## config.mk

```make
export PLATFORM = sky130hd
export DESIGN_NAME = programmable_blinker_multi
export DESIGN_NICKNAME = d
export VERILOG_FILES = /design/src/rtl/programmable_blinker_multi.sv
export SDC_FILE = /design/constraint.sdc
export NUM_CORES = 1
export LEC_CHECK = 0
export CAP_MARGIN = 20
export CORE_UTILIZATION = 45
export DETAILED_ROUTE_END_ITERATION = 12
export PLACE_DENSITY = 0.67
export SYNTH_ARGS = -nofsm -noshare
export SYNTH_HDL_FRONTEND = slang
export SYNTH_SLANG_ARGS = --single-unit
```

## constraint.sdc

```tcl
create_clock -name clk -period 2.2 [get_ports clk]
set_clock_uncertainty 0.15 [all_clocks]
set_input_delay 0.44 -clock clk [delete_from_list [all_inputs] [get_ports clk]]
set_output_delay 0.44 -clock clk [all_outputs]
set_load 0.02 [all_outputs]
```

## src/rtl/programmable_blinker_multi.sv

```systemverilog
// rtl/programmable_blinker_multi.sv - programmable-rate multi-light rear blinker (off/blink/chase/steady)
// Optional BLINKER_SYNC_EN: 2-flop synchronizers on up_button, down_button and mode.
module programmable_blinker_multi #(
    parameter int LEVELS     = 4,
    parameter int BASE_TICKS = 4,
    parameter int CNT_W      = 16,
    parameter int N_LIGHTS   = 3
) (
    input  logic                clk,
    input  logic                rst,
    input  logic                up_button,
    input  logic                down_button,
    input  logic [1:0]          mode,
    output logic [LEVELS-1:0]   rate_level,
    output logic                tick,
    output logic [N_LIGHTS-1:0] rear_light
);
    localparam int LW = (LEVELS > 1) ? $clog2(LEVELS) : 1;
    localparam logic [LW-1:0] L_MAX = LW'(LEVELS - 1);
    localparam logic [1:0] M_OFF    = 2'b00;
    localparam logic [1:0] M_BLINK  = 2'b01;
    localparam logic [1:0] M_CHASE  = 2'b10;
    localparam logic [1:0] M_STEADY = 2'b11;

    logic                w_up;
    logic                w_dn;
    logic [1:0]          w_mode;
    logic                r_up_q;
    logic                r_dn_q;
    logic [LW-1:0]       r_lvl;
    logic [CNT_W-1:0]    r_cnt;
    logic                r_tick;
    logic                r_phase;
    logic [N_LIGHTS-1:0] r_chase;
    logic [1:0]          r_mode_q;
    logic                w_up_e;
    logic                w_dn_e;
    logic [LW-1:0]       w_lvl_next;
    logic                w_reload;
    logic                w_fire;

`ifdef BLINKER_SYNC_EN
    logic [1:0] r_up_s;
    logic [1:0] r_dn_s;
    logic [1:0] r_mode_s1;
    logic [1:0] r_mode_s2;

    always_ff @(posedge clk) begin
        if (rst) begin
            r_up_s    <= 2'b11;
            r_dn_s    <= 2'b11;
            r_mode_s1 <= 2'b00;
            r_mode_s2 <= 2'b00;
        end else begin
            r_up_s    <= {r_up_s[0], up_button};
            r_dn_s    <= {r_dn_s[0], down_button};
            r_mode_s1 <= mode;
            r_mode_s2 <= r_mode_s1;
        end
    end

    assign w_up   = r_up_s[1];
    assign w_dn   = r_dn_s[1];
    assign w_mode = r_mode_s2;
`else
    assign w_up   = up_button;
    assign w_dn   = down_button;
    assign w_mode = mode;
`endif

    // Reload value for a level: half period minus one, slowest at level 0.
    function automatic logic [CNT_W-1:0] hp_m1(input logic [LW-1:0] l);
        return (CNT_W'(BASE_TICKS) << (L_MAX - l)) - CNT_W'(1);
    endfunction

    assign w_up_e = w_up & ~r_up_q;
    assign w_dn_e = w_dn & ~r_dn_q;

    always_comb begin
        w_lvl_next = r_lvl;
        if (w_up_e && !w_dn_e && (r_lvl != L_MAX)) begin
            w_lvl_next = r_lvl + LW'(1);
        end else if (w_dn_e && !w_up_e && (r_lvl != '0)) begin
            w_lvl_next = r_lvl - LW'(1);
        end
    end

    // A real level change or a mode change restarts the timer and swallows the tick.
    assign w_reload = (w_lvl_next != r_lvl) || (w_mode != r_mode_q);
    assign w_fire   = !w_reload && (r_cnt == '0);

    always_ff @(posedge clk) begin
        if (rst) begin
            r_up_q   <= 1'b1;
            r_dn_q   <= 1'b1;
            r_lvl    <= '0;
            r_cnt    <= hp_m1('0);
            r_tick   <= 1'b0;
            r_phase  <= 1'b1;
            r_chase  <= N_LIGHTS'(1);
            r_mode_q <= M_OFF;
        end else begin
            r_up_q   <= w_up;
            r_dn_q   <= w_dn;
            r_lvl    <= w_lvl_next;
            r_mode_q <= w_mode;
            r_tick   <= w_fire;
            if (w_reload) begin
                r_cnt <= hp_m1(w_lvl_next);
            end else if (r_cnt == '0) begin
                r_cnt <= hp_m1(r_lvl);
            end else begin
                r_cnt <= r_cnt - CNT_W'(1);
            end
            if (w_mode != r_mode_q) begin
                r_phase <= 1'b1;
                r_chase <= N_LIGHTS'(1);
            end else if (w_fire) begin
                if (r_mode_q == M_BLINK) begin
                    r_phase <= ~r_phase;
                end
                if (r_mode_q == M_CHASE) begin
                    r_chase <= {r_chase[N_LIGHTS-2:0], r_chase[N_LIGHTS-1]};
                end
            end
        end
    end

    assign rate_level = LEVELS'(1) << r_lvl;
    assign tick       = r_tick;

    always_comb begin
        rear_light = '0;
        case (r_mode_q)
            M_OFF:    rear_light = '0;
            M_BLINK:  rear_light = {N_LIGHTS{r_phase}};
            M_CHASE:  rear_light = r_chase;
            M_STEADY: rear_light = '1;
            default:  rear_light = '0;
        endcase
    end
endmodule
```

==> results of run 1 <==
[area by class of cell]
cell class / count / area [sq um] / area share, %
tap: 46 / 57.6 / 2.48
sequential: 27 / 549 / 23.7
inverter: 7 / 26.3 / 1.13
clock buffer: 4 / 26.3 / 1.13
timing repair buffer: 54 / 447 / 19.3
multi-input combinational: 147 / 1210 / 52.3
[state kept, by name, summed over array words and instances (netlist names)]
name and cells:
r_phase 1, r_lvl 2, r_dn_q 1, r_cnt 16, r_up_q 1, r_mode_q 2, r_chase 3, tick 1
[kinds of logic (layout without fill, tap and decap cells)]
family	after synthesis	in the layout	synth area share [%]
multiplexers	5	5	3.15
adder cells (fa/ha/maj)	10	10	7.87
buffers and inverters	10	65	2.36
AO/OA/AOI/OAI	34	34	14.5
flip-flops	27	27	34.0
AND/OR/NAND/NOR	85	85	31.0
XOR/XNOR	13	13	7.16
[critical path: stages, from the launching register on]
cell and delay, ns:
sky130_fd_sc_hd__dfxtp_2 0.40, sky130_fd_sc_hd__inv_2 0.06, sky130_fd_sc_hd__ha_4 0.18, sky130_fd_sc_hd__o31ai_2 0.26
sky130_fd_sc_hd__a32oi_1 0.15, sky130_fd_sc_hd__buf_4 0.17, sky130_fd_sc_hd__buf_4 0.13, sky130_fd_sc_hd__nor2_1 0.10
sky130_fd_sc_hd__ha_1 0.25, sky130_fd_sc_hd__o32ai_2 0.28
[cells in the mapped netlist, drive strengths merged (3+ instances only)]
master   n
o21ai    9
mux2i    5
dfxtp   27
nand2   14
o31ai    8
nand3   14
a21oi    6
nor3b    3
nor4     3
or3      3
nor2b    5
nor3     7
xnor2    8
or4      7
clkbuf   3
ha      10
nor2    14
inv      7
nand2b   5
xor2     5
[per-layer routing]
metal / up-vias / wire [um] / global-route usage, %
li1: 790 / - / -
met1: 753 / 1970 / 32.3
met2: 43 / 2220 / 34.9
met3: 8 / 172 / 2.73
met4: 0 / 80 / 10.5
met5: - / 0 / 0
[power by group]
part           switching [mW]  total (mW)  internal, mW
sequential             0.0991       0.680         0.581
clock                   0.163       0.235        0.0715
combinational           0.524        1.02         0.501
total                   0.786        1.94          1.15
[per-stage QoR]
stage | worst slack [ns] | utilization [%] | instance area, sq um
finish | -0.0123 | 68.9 | 2320
global route | -0.0938 | 68.9 | 2320
CTS | -0.0238 | 63.4 | 2130
detailed placement | -0.579 | 61.6 | 2070
global placement | -0.453 | 61.6 | 2070
floorplan | -0.0519 | - | 1610
[path summary, 6_finish.rpt]
kind                 to  depth (start not counted)  slack [ns]       start
max reg2reg    r_cnt[5]                          9       -0.01    r_lvl[1]
min reg2reg  r_chase[1]                          2        0.35  r_chase[1]
max            r_cnt[5]                          9       -0.01    r_lvl[1]
min              r_up_q                          2        0.23   up_button
[timing repair]
action                                  4_1_cts  5_1_grt
buffers inserted                              0        3
gates resized for setup                      17       41
endpoints found under the setup margin       20       20
pin swaps                                     1       13
hold endpoints to repair                      0        0
==> summary.txt, run 1 <==
Final layout
  – Final cell count without fillers: 285
  – Layout net count: 256
  – Most common library cell in the layout ignoring fill and taps: sky130_fd_sc_hd__buf_4
  – Number of filler instances in the final layout: 274
  – # diodes: 0
  – Post-synthesis to final-layout area growth: 45.8%
  – Commonest cells after routing, fill and taps aside: sky130_fd_sc_hd__buf_4, sky130_fd_sc_hd__dfxtp_1, sky130_fd_sc_hd__nand2_1
  – Fraction of final layout cells sized beyond drive strength 1: 38.5%

Logic synthesis
  – Count of flip-flops with a built-in enable after synthesis: 0
  – Leading cell types by total area after synthesis: sky130_fd_sc_hd__dfxtp_1, sky130_fd_sc_hd__ha_1, sky130_fd_sc_hd__nand3_1
  – Portion of the post-synthesis area used by sequential elements: 34.0%
  – Number of distinct library cells after synthesis: 43
  – Post-synthesis cell area: between 1500 and 2000 sq um
  – Proportion of synthesized flip-flops having asynchronous set or reset: 0%
  – Prevailing post-synth register cell: sky130_fd_sc_hd__dfxtp_1
  – Synthesized area divided by synthesized cell count: just under 9 sq um
  – Number of instances in the synthesized netlist: 184
  – Fraction of synthesized cell area taken by the top area cell type: 34.0%
  – Cell type contributing the most total cell area after synthesis: sky130_fd_sc_hd__dfxtp_1
  – Post-synth net total: 200
  – Seq cells post-synth: 27
  – Synth warn: 0

Routing
  – DRC marker count from the first detailed-route iteration: 134
  – Via count: 1594
  – Via density per instance: approximately 5.6
  – Final Routed Wirelength: approximately 4400 um
  – DR pass1 iterations: 4
  – Number of remaining DRC errors: 0
  – Antenna Nets Post-Route: 0
  – Routed length per placed instance: 15.6 um

Critical path
  – Kind of end point of the critical path: flip-flop
  – Signal arrival time at the worst endpoint: 2.33 ns
  – Maximum fanout along the worst path: 5
  – Worst Path Class, Setup: reg -> reg
  – Crit path launch type: flip-flop
  – Critical path data required time: around 2.3 ns

Flow run
  – Max-Cap Viols: 0

Power
  – Worst vdd ir: 0.697 mV
  – Static leakage: roughly 0.93 nW
  – Power density over the cells: 837 nW/um^2
  – Post-route total power: ~1.9 mW

CTS
  – Clock sinks: 27
  – Clock root buffer: sky130_fd_sc_hd__clkbuf_4
  – Largest buffer count on any clock path: 2
  – # hold bufs at CTS: 0
  – TritonCTS clock tree: yes
  – Register clock-pin slew on the reported worst setup and hold paths: 0.16 ns
  – Number of buffers created by CTS: 3
  – H-tree Lvls: 1
  – Clock latency on the worst-skew pair: 0.35 ns

Place
  – DPL Wire Length: 3140 um
  – Placer's final routability congestion estimate: 0.944
  – Number of buffers inserted by port buffering: 13
  – Placed cells: 278

Floorplan
  – Floorplan Core Area: between 3000 and 4000 sq um
  – Overall die area: 3780 sq um
  – # IOs: 14
  – Die X-Extent: 61.4 um
  – Number of rows created at floorplan: 21
  – Vertical die dimension: 61.4 um
  – Initial Utilization: 47.3%

GRT
  – Number of antenna violations at the first check in global routing: 0
  – Global-route wire length before repair: roughly 6400 um
  – Global-route usage over all layers: 22.9%
  – Pin count of the biggest net entering global routing: 15
  – Via count of the first global-routing pass: 1399
  – Overall overflow remaining after global route: 0

STA
  – Worst Slack Setup Final: -0.0123 ns
  – Setup repair after global routing missed its margin: true
  – Worst relative slew slack: 72.8%
  – Tightest hold margin: about 0.23 ns
  – Final max-slew violation count: 0
  – Slew at the pin closest to its max-slew limit: 0.403 ns
  – Max Freq: 0.452 GHz
  – Min Clock Period, post-route: 2.21 ns
  – Final sum of negative setup slack: -0.0158 ns
  – Final clock period utilization by the worst path: 101%
  – Finish-stage setup viols: 2
  – Hold Fails Final Rpt: 0

Status
  – Result of the run: complete, but fails checks
  – Violated checks: setup timing

Hold path
  – Hold WC Path Type: in -> reg
Note: power is estimated with default switching activity, not from simulation.
==> run 2, diff against run 1 <==
- CORE_MARGIN: unset -> 2
- DONT_BUFFER_PORTS: unset -> 1
- PLACE_DENSITY: 0.67 -> unset
==> run 2 against run 1 <==
  * The run still ends with setup timing left
  * Sequential power up 0.7%
  * Total power decreased by 1.7%
  * Design area down 7.1%
  * Non-clock buffer count fell by 12
  * Register-to-register slack about the same
  * Critical endpoint is now r_phase
  * Combinational power decreased by 4%
  * Critical path type unchanged
  * Clock power increased by 2%
  * Highest routed layer unchanged
  * Sequential cell count unchanged
  * Critical path depth shrank 1
==> summary.txt, run 2 (synthesis gave the netlist of run 1 again) <==
STA
  – Worst Slack Setup Final: -0.0212 ns (-0.00880 ns)
  – Tightest hold margin: 0.0427 ns (-0.184 ns)
  – Min Clock Period, post-route: 2.22 ns (+0.00880 ns)
  – Slew at the pin closest to its max-slew limit: 0.482 ns (+0.0795 ns)
  – Final clock period utilization by the worst path: 101% (+0.40 points)
  – Setup repair after global routing missed its margin: true
  – Finish-stage setup viols: 2 (unchanged)
  – Worst relative slew slack: 67.8% (-5.0 points)
  – Max Freq: 0.450 GHz (-0.40%)
  – Final sum of negative setup slack: -0.0315 ns (-0.0157 ns)
  – Final max-slew violation count: 0 (unchanged)
  – Hold Fails Final Rpt: 0 (unchanged)

Place
  – DPL Wire Length: 3120 um (-0.51%)
  – Worst setup slack before clock tree synthesis: -0.141 ns (+0.438 ns)
  – Number of buffers inserted by port buffering: 0 (-13)
  – Placed cells: 263 (-5.4%)
  – Total cell area at the placement stage: 1930 sq um (-7.0%)
  – Placer's final routability congestion estimate: 0.839 (-11%)

Critical path
  – Signal arrival time at the worst endpoint: 2.31 ns (-0.02 ns)
  – Critical path data required time: 2.29 ns (-0.03 ns)
  – Critical Path Start: r_cnt[0]
  – Worst path max stage delay: 0.50 ns (+0.10 ns)
  – FF-to-FF path depth: 8 (-1)
  – Maximum fanout along the worst path: 4 (-1)
  – Capture instance of the worst register-to-register path: r_phase
  – Crit path launch type: flip-flop
  – Worst path cell trace: inv_2 -> ha_4 -> or4b_4 -> nor4_4 -> nand2_2 -> buf_6 -> o31ai_2 -> nand3_1
  – Minimum setup slack among reg-to-reg paths: -0.02 ns (about the same)
  – Worst Path Class, Setup: reg -> reg
  – Beginning of the worst register-to-register path: r_cnt[0]
  – Kind of end point of the critical path: flip-flop
  – Crit path max-delay cell type: sky130_fd_sc_hd__or4b_4

Floorplan
  – Vertical die dimension: 63.4 um (+3.3%)
  – Floorplan Core Area: 3360 sq um (unchanged)
  – Overall die area: 4030 sq um (+6.6%)
  – Die X-Extent: 63.4 um (+3.3%)
  – Number of rows created at floorplan: 21 (unchanged)
  – Initial Utilization: 47.3% (unchanged)
  – # IOs: 14 (unchanged)

CTS
  – TritonCTS clock tree: yes
  – Register clock-pin slew on the reported worst setup and hold paths: 0.16 ns (about the same)
  – Largest buffer count on any clock path: 2 (unchanged)
  – Clock root buffer: sky130_fd_sc_hd__clkbuf_4
  – Clock latency on the worst-skew pair: 0.34 ns (about the same)
  – H-tree Lvls: 1 (unchanged)
  – Number of buffers created by CTS: 3 (unchanged)
  – Clock sinks: 27 (unchanged)

Final layout
  – Multi-input logic area: 1170 sq um (-3.4%)
  – Post-synthesis to final-layout area growth: 35.4%
  – Number of filler instances in the final layout: 287 (+4.7%)
  – Reg area: 546 sq um (-0.68%)
  – Max reg flops: 16 (unchanged)
  – Largest registers in the final layout: r_cnt (16), r_chase (3)
  – Layout net count: 244 (-4.7%)
  – Register with the most flip-flops: r_cnt
  – # diodes: 0 (unchanged)
  – Most common library cell in the layout ignoring fill and taps: sky130_fd_sc_hd__buf_4
  – Fraction of final layout cells sized beyond drive strength 1: 37.0% (-1.5 points)
  – Design area: 2150 sq um (-7.1%)
  – Final cell count without fillers: 273 (-4.2%)
  – Commonest cells after routing, fill and taps aside: sky130_fd_sc_hd__buf_4, sky130_fd_sc_hd__dfxtp_1, sky130_fd_sc_hd__nand2_1

Routing
  – Routed length per placed instance: 15.8 um (+1.2%)
  – Amount of wire on met2 after detailed routing: 2200 um (-1.2%)
  – Antenna Nets Post-Route: 0 (unchanged)
  – Number of remaining DRC errors: 0 (unchanged)
  – Final Routed Wirelength: 4310 um (-3.0%)
  – DRC marker count from the first detailed-route iteration: 76 (-43%)
  – Sum of met3 wire segment lengths after detailed routing: 134 um (-22%)
  – DR pass1 iterations: 4 (unchanged)
  – Highest routed metal layer: met4
  – Detailed-route wire length on metal 1: 1910 um (-3.0%)
  – Via density per instance: 5.70 (+1.9%)
  – Via count: 1556 (-2.4%)

Hold path
  – Hold WC Path Type: in -> reg
  – End point of the most critical hold path: r_up_q
  – Worst hold start: up_button
  – Hold Path Depth: 1 (-1)

Status
  – Violated checks: setup timing
  – Result of the run: complete, but fails checks

GRT
  – Overall overflow remaining after global route: 0 (unchanged)
  – Global-route usage over all layers: 21.9% (-0.95 points)
  – Via count of the first global-routing pass: 1565 (+12%)
  – Global-route wire length before repair: 7090 um (+11%)
  – Pin count of the biggest net entering global routing: 18 (+3)
  – Number of antenna violations at the first check in global routing: 0 (unchanged)

Power
  – Power density over the cells: 885 nW/um^2 (+5.8%)
  – Static leakage: 0.822 nW (-12%)
  – Worst vdd ir: 0.394 mV (-43%)

Flow run
  – Max-Cap Viols: 0 (unchanged)
run 2: cell count changes in the layout (fill, tap and decap cells not counted), sizes merged:
cell / delta
dlymetal6s2s: -4
inv: +1
dlygate4sd2: -4
clkbuf: -1
dlygate4sd3: +1
clkdlybuf4s50: -5
run 2: per-stage QoR:
step                      util, %  power, mW
after floorplan                 -       1.19
after global placement       57.3       1.50
after detailed placement     57.3       1.52
after CTS                    60.2       1.82
after global routing         64.0       2.02
final                        64.0       1.91
run 2: critical path: cells and delay by family, from the launching register on:
kind                       cells  cell delay, ns
AOI/OAI and AO/OA              1            0.23
and+or+nand+nor                4            1.04
DFF                            1            0.35
buffers and inverters          2            0.23
adders and majority gates      1            0.12
run 2: cell type report:
class | count | share of cell area (%)
multi-input cells | 147 | 54.4
flip-flops and latches | 27 | 25.3
repair buffers | 42 | 14.9
well taps | 46 | 2.67
inverters | 7 | 1.22
clock buffers | 3 | 1.05
clock inverters | 1 | 0.407
run 2: worst max-delay path by stage:
stage,to,cells past startpoint
floorplan,r_cnt[3],8
global placement,r_cnt[3],9
detailed placement,r_cnt[3],9
CTS,r_cnt[2],5
global route,r_phase,7
finish,r_phase,8
run 2: timing repair:
| action | in CTS | in global routing |
|---|---|---|
| hold buffers | 1 | 0 |
| setup endpoints to repair | 11 | 15 |
| gates resized for setup | 9 | 26 |
| setup buffers | 3 | 2 |
| endpoints found under the hold margin | 4 | 0 |
| pin swaps | 4 | 14 |
run 2: power by group:
part	leakage (nW)	switching, mW	total (mW)	internal [mW]
clock	0.0183	0.164	0.239	0.0744
combinational	0.583	0.511	0.983	0.471
sequential	0.221	0.104	0.685	0.581
run 2: layer usage:
metal,global-route usage [%],vias to the layer above
li1,-,764
met1,27.9,747
met2,37.5,36
met3,2.86,9
met4,8.70,0
met5,0,-
==> run 3, diff against run 2 <==
- CAP_MARGIN: 20 -> unset
==> results of run 3 <==
No change in the layout: final DEF, timing and power equal those of run 2.
